[src/rtl/pmu_counter_bank.sv]
// PMU event counter bank: one counter lane per event input, plus a capture stage and a sticky, maskable overflow interrupt.
// Optional macro PMU_COUNTER_SATURATE_EN makes counters saturate at all-ones instead of wrapping.

module pmu_ctr_lane #(
  parameter int REG_WIDTH = 32
) (
  input  logic                 clk_i,
  input  logic                 srst_i,
  input  logic                 ev_i,
  input  logic                 wr_i,
  input  logic [REG_WIDTH-1:0] wr_data_i,
  input  logic                 ovf_clr_i,
  output logic [REG_WIDTH-1:0] cnt_o,
  output logic                 ovf_o
);
  localparam logic [REG_WIDTH-1:0] ONE  = {{(REG_WIDTH-1){1'b0}}, 1'b1};
  localparam logic [REG_WIDTH-1:0] ONES = {REG_WIDTH{1'b1}};

  logic [REG_WIDTH-1:0] cnt_q, cnt_d;
  logic                 ovf_q, ovf_d;
  logic                 wrap;

  always_comb begin
    cnt_d = cnt_q;
    wrap  = 1'b0;
    if (wr_i) begin
      cnt_d = wr_data_i;
    end else if (ev_i) begin
`ifdef PMU_COUNTER_SATURATE_EN
      if (cnt_q != ONES) begin
        cnt_d = cnt_q + ONE;
        wrap  = (cnt_d == ONES);
      end
`else
      cnt_d = cnt_q + ONE;
      wrap  = (cnt_q == ONES);
`endif
    end
    // a wrap in the same cycle as a clear keeps the flag set
    ovf_d = (ovf_q & ~ovf_clr_i) | wrap;
  end

  always_ff @(posedge clk_i) begin
    if (srst_i) begin
      cnt_q <= '0;
      ovf_q <= 1'b0;
    end else begin
      cnt_q <= cnt_d;
      ovf_q <= ovf_d;
    end
  end

  assign cnt_o = cnt_q;
  assign ovf_o = ovf_q;
endmodule

module pmu_counter_bank #(
  parameter  int REG_WIDTH  = 32,
  parameter  int N_COUNTERS = 9,
  localparam int IDX_W      = $clog2(N_COUNTERS)
) (
  input  logic                                  clk_i,
  input  logic                                  rst_i,
  input  logic                                  softrst_i,
  input  logic                                  en_i,
  input  logic [N_COUNTERS-1:0]                 events_i,
  input  logic                                  we_i,
  input  logic [IDX_W-1:0]                      wr_idx_i,
  input  logic [REG_WIDTH-1:0]                  wr_data_i,
  input  logic [N_COUNTERS-1:0]                 ovf_mask_i,
  input  logic [N_COUNTERS-1:0]                 ovf_clr_i,
  output logic [N_COUNTERS-1:0][REG_WIDTH-1:0]  counter_value_o,
  output logic [N_COUNTERS-1:0]                 ovf_status_o,
  output logic                                  intr_overflow_o
);
  logic                  srst;
  logic [N_COUNTERS-1:0] ev_q, ev_d;
  logic                  intr_q, intr_d;

  assign srst   = rst_i | softrst_i;
  // enable is sampled together with the event, not at increment time
  assign ev_d   = events_i & {N_COUNTERS{en_i}};
  assign intr_d = |(ovf_status_o & ovf_mask_i);

  always_ff @(posedge clk_i) begin
    if (srst) begin
      ev_q   <= '0;
      intr_q <= 1'b0;
    end else begin
      ev_q   <= ev_d;
      intr_q <= intr_d;
    end
  end

  // out-of-range write indices match no lane and are dropped
  for (genvar k = 0; k < N_COUNTERS; k++) begin : g_lane
    pmu_ctr_lane #(.REG_WIDTH(REG_WIDTH)) u_lane (
      .clk_i     (clk_i),
      .srst_i    (srst),
      .ev_i      (ev_q[k]),
      .wr_i      (we_i && (wr_idx_i == IDX_W'(k))),
      .wr_data_i (wr_data_i),
      .ovf_clr_i (ovf_clr_i[k]),
      .cnt_o     (counter_value_o[k]),
      .ovf_o     (ovf_status_o[k])
    );
  end

  assign intr_overflow_o = intr_q;
endmodule

[config.mk]
export PLATFORM = sky130hd
export DESIGN_NAME = pmu_counter_bank
export DESIGN_NICKNAME = d
export VERILOG_FILES = /design/src/rtl/pmu_counter_bank.sv
export SDC_FILE = /design/constraint.sdc
export NUM_CORES = 1
export LEC_CHECK = 0
export BUFFER_PORTS_ARGS = -buffer_cell sky130_fd_sc_hd__clkbuf_2
export CORE_UTILIZATION = 49
export DETAILED_ROUTE_END_ITERATION = 10
export PLACE_DENSITY = 0.77
export SYNTH_ARGS = -nofsm -noshare
export SYNTH_HDL_FRONTEND = slang
export SYNTH_SLANG_ARGS = --single-unit
export TNS_END_PERCENT = 1
[constraint.sdc]
create_clock -name clk_i -period 1.89 [get_ports clk_i]
set_clock_uncertainty 0.05 [all_clocks]
set_input_delay 0.189 -clock clk_i [delete_from_list [all_inputs] [get_ports clk_i]]
set_output_delay 0.189 -clock clk_i [all_outputs]
set_load 0.02 [all_outputs]
; ---- Yosys cells after proc, flatten, opt, wreduce, memory -nomap -nowiden
; Index checks and enable logic that the tools add are counted.
[classes]
multipliers = 0
n_bitwise = 30
n_addsub = 9
shifts = 0
n_eq_ne = 17
n_div = 0
reduce_logical = 20
muxes = 36
order_cmp = 0
[op_table]
columns = operator, count
row1 = 32-bit 2-to-1 mux, 18
row2 = "32-bit by 1-bit adder with 32-bit output, second input constant", 9
row3 = "32-bit equality test, second input constant", 9
row4 = 9-bit bitwise AND, 2
row5 = 1-bit 2-to-1 mux, 18
row6 = 2-bit nonzero test, 9
row7 = "4-bit by 3-bit equality test with 1-bit output, second input constant", 4
row8 = 1-bit bitwise OR, 10
row9 = 1-bit bitwise AND, 9
row10 = 1-bit logical AND, 9
row11 = 1-bit inverter, 9
row12 = 9-bit OR reduction, 1
row13 = "4-bit by 2-bit equality test with 1-bit output, second input constant", 2
row14 = "4-bit by 1-bit equality test with 1-bit output, second input constant", 1
row15 = "4-bit equality test, second input constant", 1
row16 = 4-bit zero test, 1
[totals]
regBits = 307
ramBits = 0
wordCells = 132
memories = 0
inputBits = 68
latchBits = 0
output_inout_bits = 298
mem_bits_ro = 0

; ---- Depth between registers and ports, before layout
; Gate-level depths: netlist of run 1.
[logic_depth]
depth_word = 4
mapped_depth = 7
depth_no_buf = 6

; ---- Modules after synthesis
; From an unflattened synthesis of run 1, not the netlist that was laid out.
[unflattened]
hier_cells = 2310
area_unflattened_um2 = 18421.4
[modules_own_cells]
columns = mod, area_per_inst_um2, n_inst, cells_per_inst, seq_area_each_um2
row1 = pmu_ctr_lane, 2001.9, 9, 252, 660.6
row2 = pmu_counter_bank, 404.1, 1, 42, 200.2

; ---- Least setup slack after synthesis of run 1
; No wires, ideal clock.
[synth_path]
path_type = flip-flop to flip-flop
startpoint = register g_lane[3].u_lane.cnt_q[2]
endpoint = register g_lane[3].u_lane.cnt_q[28]
setup_time_ps = 74
t_required_ps = 1766
synth_period_minus_slack_ps = 2192
n_path_buf = 1
setup_slack_ps = -302
t_arrival_ps = 2068
path_stages_with_launch = 7
path_cell_list = dfxtp_1 and4_4 nand4_4 or4_1 buf_2 or3_1 a31oi_1
[synth_between]
elab_chain_cells = 3
[synth_lines]
columns = element, line
row1 = "start, declared", 19  ; logic [REG_WIDTH-1:0] cnt_q, cnt_d;
row2 = "start signal, assigned", 48  ; cnt_q <= cnt_d;
row3 = 32-bit by 1-bit adder with 32-bit output, 35  ; cnt_d = cnt_q + ONE;
row4 = 32-bit 2-to-1 mux, 28  ; end else if (ev_i) begin
row5 = 32-bit 2-to-1 mux, 26  ; if (wr_i) begin
; No other way between the ends. The select of a mux whose other input is x is not followed.
; A chain may end at the register's enable or synchronous reset.

; ---- Worst setup path after layout of run 1
[layout_path]
startpoint = register g_lane[8].u_lane.cnt_q[9]
endpoint = register g_lane[8].u_lane.cnt_q[24]
[layout_between]
elab_chain_cells = 3
[layout_lines]
columns = element, line
row1 = "start, declared", 19
row2 = "start signal, assigned", 48
row3 = 32-bit by 1-bit adder with 32-bit output, 35
row4 = 32-bit 2-to-1 mux, 28
row5 = 32-bit 2-to-1 mux, 26
; No other way between the ends. The select of a mux whose other input is x is not followed.

==> impl_metrics.toml, run 1 <==
[status]
status = "complete, but fails checks"
violations = "setup timing"

[synthesis]
ys_types = 48
syn_nets = 2021
synth_most_common_cell = "dfxtp_1"
synth_area_leader_cell = "dfxtp_1"
synth_area_leaders = "dfxtp_1, xor2_1, xnor2_1, o21ai_0, a21oi_1"
netlist_area_um2 = 15810
synth_warnings = 0
synth_edf_count = 0
async_flop_share = 0
avgSynthCellArea_um2 = 8.132
ys_ff_latch = 307
yosysSeqAreaShare = 0.3888
yosys-top-cells-count = "dfxtp_1, o21ai_0, a21oi_1"
synth_ff_type = "dfxtp_1"
synth_top_area_share = 0.3888
synthCells = 1944

[route]
ant_nets = 0
vias_per_cell = 6.104
drc_errors = 0
drt-total-wl_um = 61110
drt_iter0_drc = 1813
first_pass_iters = 5
vias = 17310
wl_per_cell_um = 21.56

[setup_path]
cp-end-kind = "flip-flop"
rr_worst_depth = 6
critPathLaunchType = "flip-flop"
worstPathArrival_ns = 2.47
required_ns = 2.24
regToRegSetupSlack_ns = -0.23
crit_fanout = 8
path_class = "reg2reg"

[placement]
hpwl_um = 41270
place.gp.congestion = 0.9466
dpl_cell_area_um2 = 19230
portBuffers = 365
post-place-cells = 2758

[die]
start_util = 0.4997
rows = 65
die_y_um = 181.6
die_area_um2 = 32980
core-area_um2 = 31640
die_w_um = 181.6
ios = 366

[pwr]
worst_ir_drop_vdd_v = 0.0005476
cellPowerDensity_nw_per_um2 = 689.6
p_leak_nw = 7.731

[global_route]
grt_pass1_wl_um = 90480
grt.total_usage = 0.3556
grt_start_max_net_pins = 66
grt.overflow.total = 0
antenna_found_initial = 2
grt_pass1_vias = 15670

[sta]
worst_pin_slew_ns = 0.6866
timing.final.crit_share = 1.122
rsz0062_at_grt = "true"
setup_viol = 15
setup_tns_ns = -1.058
max_freq_mhz = 471.5
slew_viol_final = 0
setup_ws_ns = -0.2308
slew_headroom = 0.5412
fin_crit_ns = 2.121
hold_violations = 0

[finish]
final_core_util = 0.6530
post_route_cells_drive_above_1_share = 0.2789
design_area_um2 = 20660
syn_to_final_growth_pct = 30.69
fillers = 2645
layout.cells.non_filler = 2835
layout.nets = 2488

[clock_network]
root_buffer = "clkbuf_16"
numCtsBuffers = 35
cts_tree = "yes"
clk_transition_reported_paths_ns = 0.06
htreeDepth = 2
clock_path_buffers = 3
worstSkewPairLatency_ns = 0.51
clock-sinks = 307

[min_path]
holdPathStages = 3
holdCritPathClass = "in2reg"

[job]
drv_cap = 0
-- layer usage --
layer	track usage	wire, µm	vias to the layer above
met2	0.5586	27140	1057
met3	0.09266	7192	204
li1	-	-	7946
met4	0.1942	3624	0
met1	0.4446	23150	8099
met5	0	0	-
-- cells in the final DEF, fill, tap and decap left out, types with 104 or more instances in the layout --
cell and count:
nor2_1 137, buf_4 179, xnor2_1 123, o21ai_0 191
xor2_1 147, a21oi_1 186, dfxtp_1 285, nand4_1 104
clkbuf_2 365, nand3_1 112
-- power by group --
part	switching (mW)	leakage [nW]	total [mW]	internal [mW]
registers	0.0641	2.49	6.60	6.53
logic	0.700	4.70	0.993	0.294
clock network	2.69	0.543	6.66	3.96
-- per-stage QoR --
stage	hold WS, ns	total power, mW	setup slack, ns
final	0.03035	14.25	-0.2308
after global routing	0.04654	14.64	-0.3120
after CTS	0.02047	14.27	-0.06763
after detailed placement	0.3737	7.663	-0.04723
after global placement	0.3755	7.647	-0.04001
after floorplan	0.2849	7.129	-0.1723
-- final cells by class --
class,instances,area [µm²],area share
multi-input combinational,1457,9106,0.4408
sequential,307,6173,0.2988
timing repair buffer,577,3647,0.1765
clock buffer,53,1056,0.05111
tap,402,503.0,0.02435
inverter,33,123.9,0.005996
clock inverter,4,45.04,0.002180
antenna,2,5.005,0.0002422
-- registers in the layout (all words and copies together), names as in the netlist --
name and cells:
ev_q 9, g_lane.u_lane.ovf_o 9, g_lane.u_lane.cnt_o 288, intr_overflow_o 1
-- final timing paths --
check	start	endpoint
max	g_lane[8].u_lane.cnt_o[9]	g_lane[8].u_lane.cnt_o[24]
min	wr_idx_i[1]	g_lane[3].u_lane.cnt_o[29]
min reg2reg	g_lane[5].u_lane.ovf_o	g_lane[5].u_lane.ovf_o
max reg2reg	g_lane[8].u_lane.cnt_o[9]	g_lane[8].u_lane.cnt_o[24]
-- cells by family (layout without fill, tap and decap cells) --
kind of cell	after synthesis	count (layout)	synth area share
AO/OA/AOI/OAI	499	499	0.1764
XOR/XNOR	270	270	0.1496
adder cells (fa/ha/maj)	9	9	0.007124
buffers and inverters	180	667	0.04527
flip-flops	307	307	0.3888
multiplexers	9	9	0.005699
other	0	2	0
AND/OR/NAND/NOR	670	670	0.2271
-- timing repair --
item	CTS	global route
resized for setup	4	30
pin swaps	1	10
buffers inserted	0	1
endpoints found under the hold margin	17	0
hold buffers	17	0
gates cloned	0	0
setup endpoints to repair	14	55
-- critical path, stage by stage (launching register included) --
cell	delay, ns
dfxtp_2	0.33
nand4_1	0.21
or4_4	0.61
buf_8	0.16
nor3_2	0.17
xnor2_1	0.14
a211oi_1	0.33
Note: power is estimated with default switching activity, not from simulation.
==> run 2, diff against run 1 <==
--- a/config.mk
+++ b/config.mk
@@ -6,9 +6,11 @@
 export NUM_CORES = 1
 export LEC_CHECK = 0
 export BUFFER_PORTS_ARGS = -buffer_cell sky130_fd_sc_hd__clkbuf_2
-export CORE_UTILIZATION = 49
+export CELL_PAD_IN_SITES_DETAIL_PLACEMENT = 1
+export CELL_PAD_IN_SITES_GLOBAL_PLACEMENT = 1
+export CORE_UTILIZATION = 36
 export DETAILED_ROUTE_END_ITERATION = 10
-export PLACE_DENSITY = 0.77
+export PLACE_DENSITY_LB_ADDON = 0.1
 export SYNTH_ARGS = -nofsm -noshare
 export SYNTH_HDL_FRONTEND = slang
 export SYNTH_SLANG_ARGS = --single-unit
==> constraint.sdc (replaced) <==
create_clock -name clk_i -period 1.85 [get_ports clk_i]
set_clock_uncertainty 0.05 [all_clocks]
set_input_delay 0.185 -clock clk_i [delete_from_list [all_inputs] [get_ports clk_i]]
set_output_delay 0.185 -clock clk_i [all_outputs]
set_load 0.02 [all_outputs]
==> run 2 against run 1 <==
The run still ends with setup timing left. Die area is 36% higher. Critical path depth unchanged. Setup slack improved by 0.067 ns. Cell count increased by 9.0%. Final area up 4.9%. Largest power group unchanged.
==> impl_metrics.toml, run 2 (synthesized netlist as in run 1, its figures left out) <==
[pwr]
cellPowerDensity_nw_per_um2 = 711.1
worst_ir_drop_vdd_v = 0.0005367
p_leak_nw = 8.258

[global_route]
grt.overflow.total = 0
antenna_found_initial = 16
grt_pass1_wl_um = 105500
grt.total_usage = 0.3135
grt_start_max_net_pins = 135
grt_pass1_vias = 16910

[job]
drv_cap = 0

[die]
ios = 366
die_y_um = 211.5
die_area_um2 = 44750
rows = 76
die_w_um = 211.5
start_util = 0.3662
core-area_um2 = 43170

[status]
violations = "setup timing"
status = "complete, but fails checks"

[setup_path]
cp-end-kind = "flip-flop"
critPathLaunchType = "flip-flop"
worstPathArrival_ns = 2.37
path_class = "reg2reg"
rr_worst_depth = 6
regToRegSetupSlack_ns = -0.16
rr_endpoint = "g_lane[8].u_lane.cnt_o[27]"
crit_fanout = 8
required_ns = 2.21
rr_startpoint = "g_lane[8].u_lane.cnt_o[10]"

[finish]
largest_reg_flops = 288
fillers = 5279
final_core_util = 0.5021
seq_area_um2 = 6178
post_route_cells_drive_above_1_share = 0.3088
most-common-layout-cells = "clkbuf_2, dfxtp_1, buf_4"
layout.cells.non_filler = 3089
design_area_um2 = 21670
layout.nets = 2549
layout_commonest_cell = "clkbuf_2"
syn_to_final_growth_pct = 37.11
multiInputGateArea_um2 = 9300

[sta]
setup_tns_ns = -1.243
hold_violations = 0
setup_viol = 14
slew_headroom = 0.5393
rsz0062_at_grt = "true"
timing.final.crit_share = 1.088
worst_pin_slew_ns = 0.6910
setup_ws_ns = -0.1634
fin_crit_ns = 2.013
max_freq_mhz = 496.7
slew_viol_final = 0

[placement]
hpwl_um = 49090
post-place-cells = 2992
portBuffers = 365
place.gp.congestion = 0.8914
dpl_cell_area_um2 = 19820

[clock_network]
numCtsBuffers = 38
clock_path_buffers = 3
clock-sinks = 307
worstSkewPairLatency_ns = 0.56
root_buffer = "clkbuf_16"
cts_tree = "yes"
htreeDepth = 2
clk_transition_reported_paths_ns = 0.06

[route]
wl_met2_um = 33670
drc_errors = 0
ant_nets = 0
vias_per_cell = 5.596
vias = 17290
first_pass_iters = 7
maxUsedRoutingLayer = "met4"
wl_per_cell_um = 23.16
wl_met3_um = 4441
drt-total-wl_um = 71540
drt_iter0_drc = 1308
wl_met1_um = 30570

[min_path]
holdPathStages = 4
min_from = "ovf_mask_i[8]"
holdCritPathClass = "in2reg"
min_to = "intr_overflow_o"
-- run 2: cell types whose count changed in the layout (fill, tap and decap cells not counted), sizes merged --
cell	before	now
diode	2	7
buf	195	249
clkinvlp	0	2
dlygate4sd3	17	20
inv	33	34
clkbuf	418	422
bufinv	1	3
-- run 2: stage by stage --
stage | worst slack (ns) | total power, mW | hold WS, ns
3_5_place_dp | -0.1346 | 7.884 | 0.3758
6_report | -0.1634 | 15.41 | 0.06272
2_1_floorplan | -0.2123 | 7.283 | 0.2809
3_3_place_gp | -0.1079 | 7.868 | 0.3706
5_1_grt | -0.2410 | 15.85 | 0.06467
4_1_cts | -0.07287 | 15.52 | 0.05005
-- run 2: final cells by class --
type,count,share of cell area
multi-input combinational,1457,0.4291
clock inverter,9,0.005946
antenna,7,0.0008082
clock buffer,56,0.05120
tap,585,0.03377
timing repair buffer,635,0.1884
inverter,33,0.005715
sequential,307,0.2851
-- run 2: routing by layer --
metal	vias to the layer above	global-route usage
met1	8545	0.4112
met2	532	0.5137
met3	133	0.04821
li1	8076	-
met5	-	0
met4	0	0.1257
-- run 2: repair_timing --
item                                    4_1_cts  5_1_grt
resized for setup                            27       51
pin swaps                                     9       21
hold buffers                                 20        0
buffers inserted                              4        0
endpoints found under the hold margin        19        0
gates cloned                                  1        0
endpoints found under the setup margin       25       85
-- run 2: worst max path at each step --
stage	from	to	slack, ns	depth (start not counted)
3_5_place_dp	g_lane[3].u_lane.cnt_o[5]	g_lane[3].u_lane.cnt_o[22]	-0.13	5
4_1_cts	g_lane[8].u_lane.cnt_o[14]	g_lane[8].u_lane.cnt_o[23]	-0.07	6
6_report	g_lane[8].u_lane.cnt_o[10]	g_lane[8].u_lane.cnt_o[27]	-0.16	6
2_1_floorplan	g_lane[8].u_lane.cnt_o[8]	g_lane[8].u_lane.cnt_o[25]	-0.21	6
3_3_place_gp	g_lane[3].u_lane.cnt_o[5]	g_lane[3].u_lane.cnt_o[28]	-0.11	5
5_1_grt	g_lane[8].u_lane.cnt_o[10]	g_lane[8].u_lane.cnt_o[25]	-0.24	6
-- run 2: worst max-delay path, cell delays in order (launching register included) --
cell     delay (ns)
dfxtp_1        0.33
nand4_1        0.22
or4_4          0.60
buf_8          0.17
nor4_4         0.23
xnor2_1        0.17
a21oi_1        0.09
-- run 2: power breakdown --
group          total, mW  leakage [nW]  internal, mW  switching (mW)
clock               7.63         0.602          4.56            3.07
sequential          6.73          2.49          6.67          0.0608
combinational       1.05          5.17         0.299           0.751
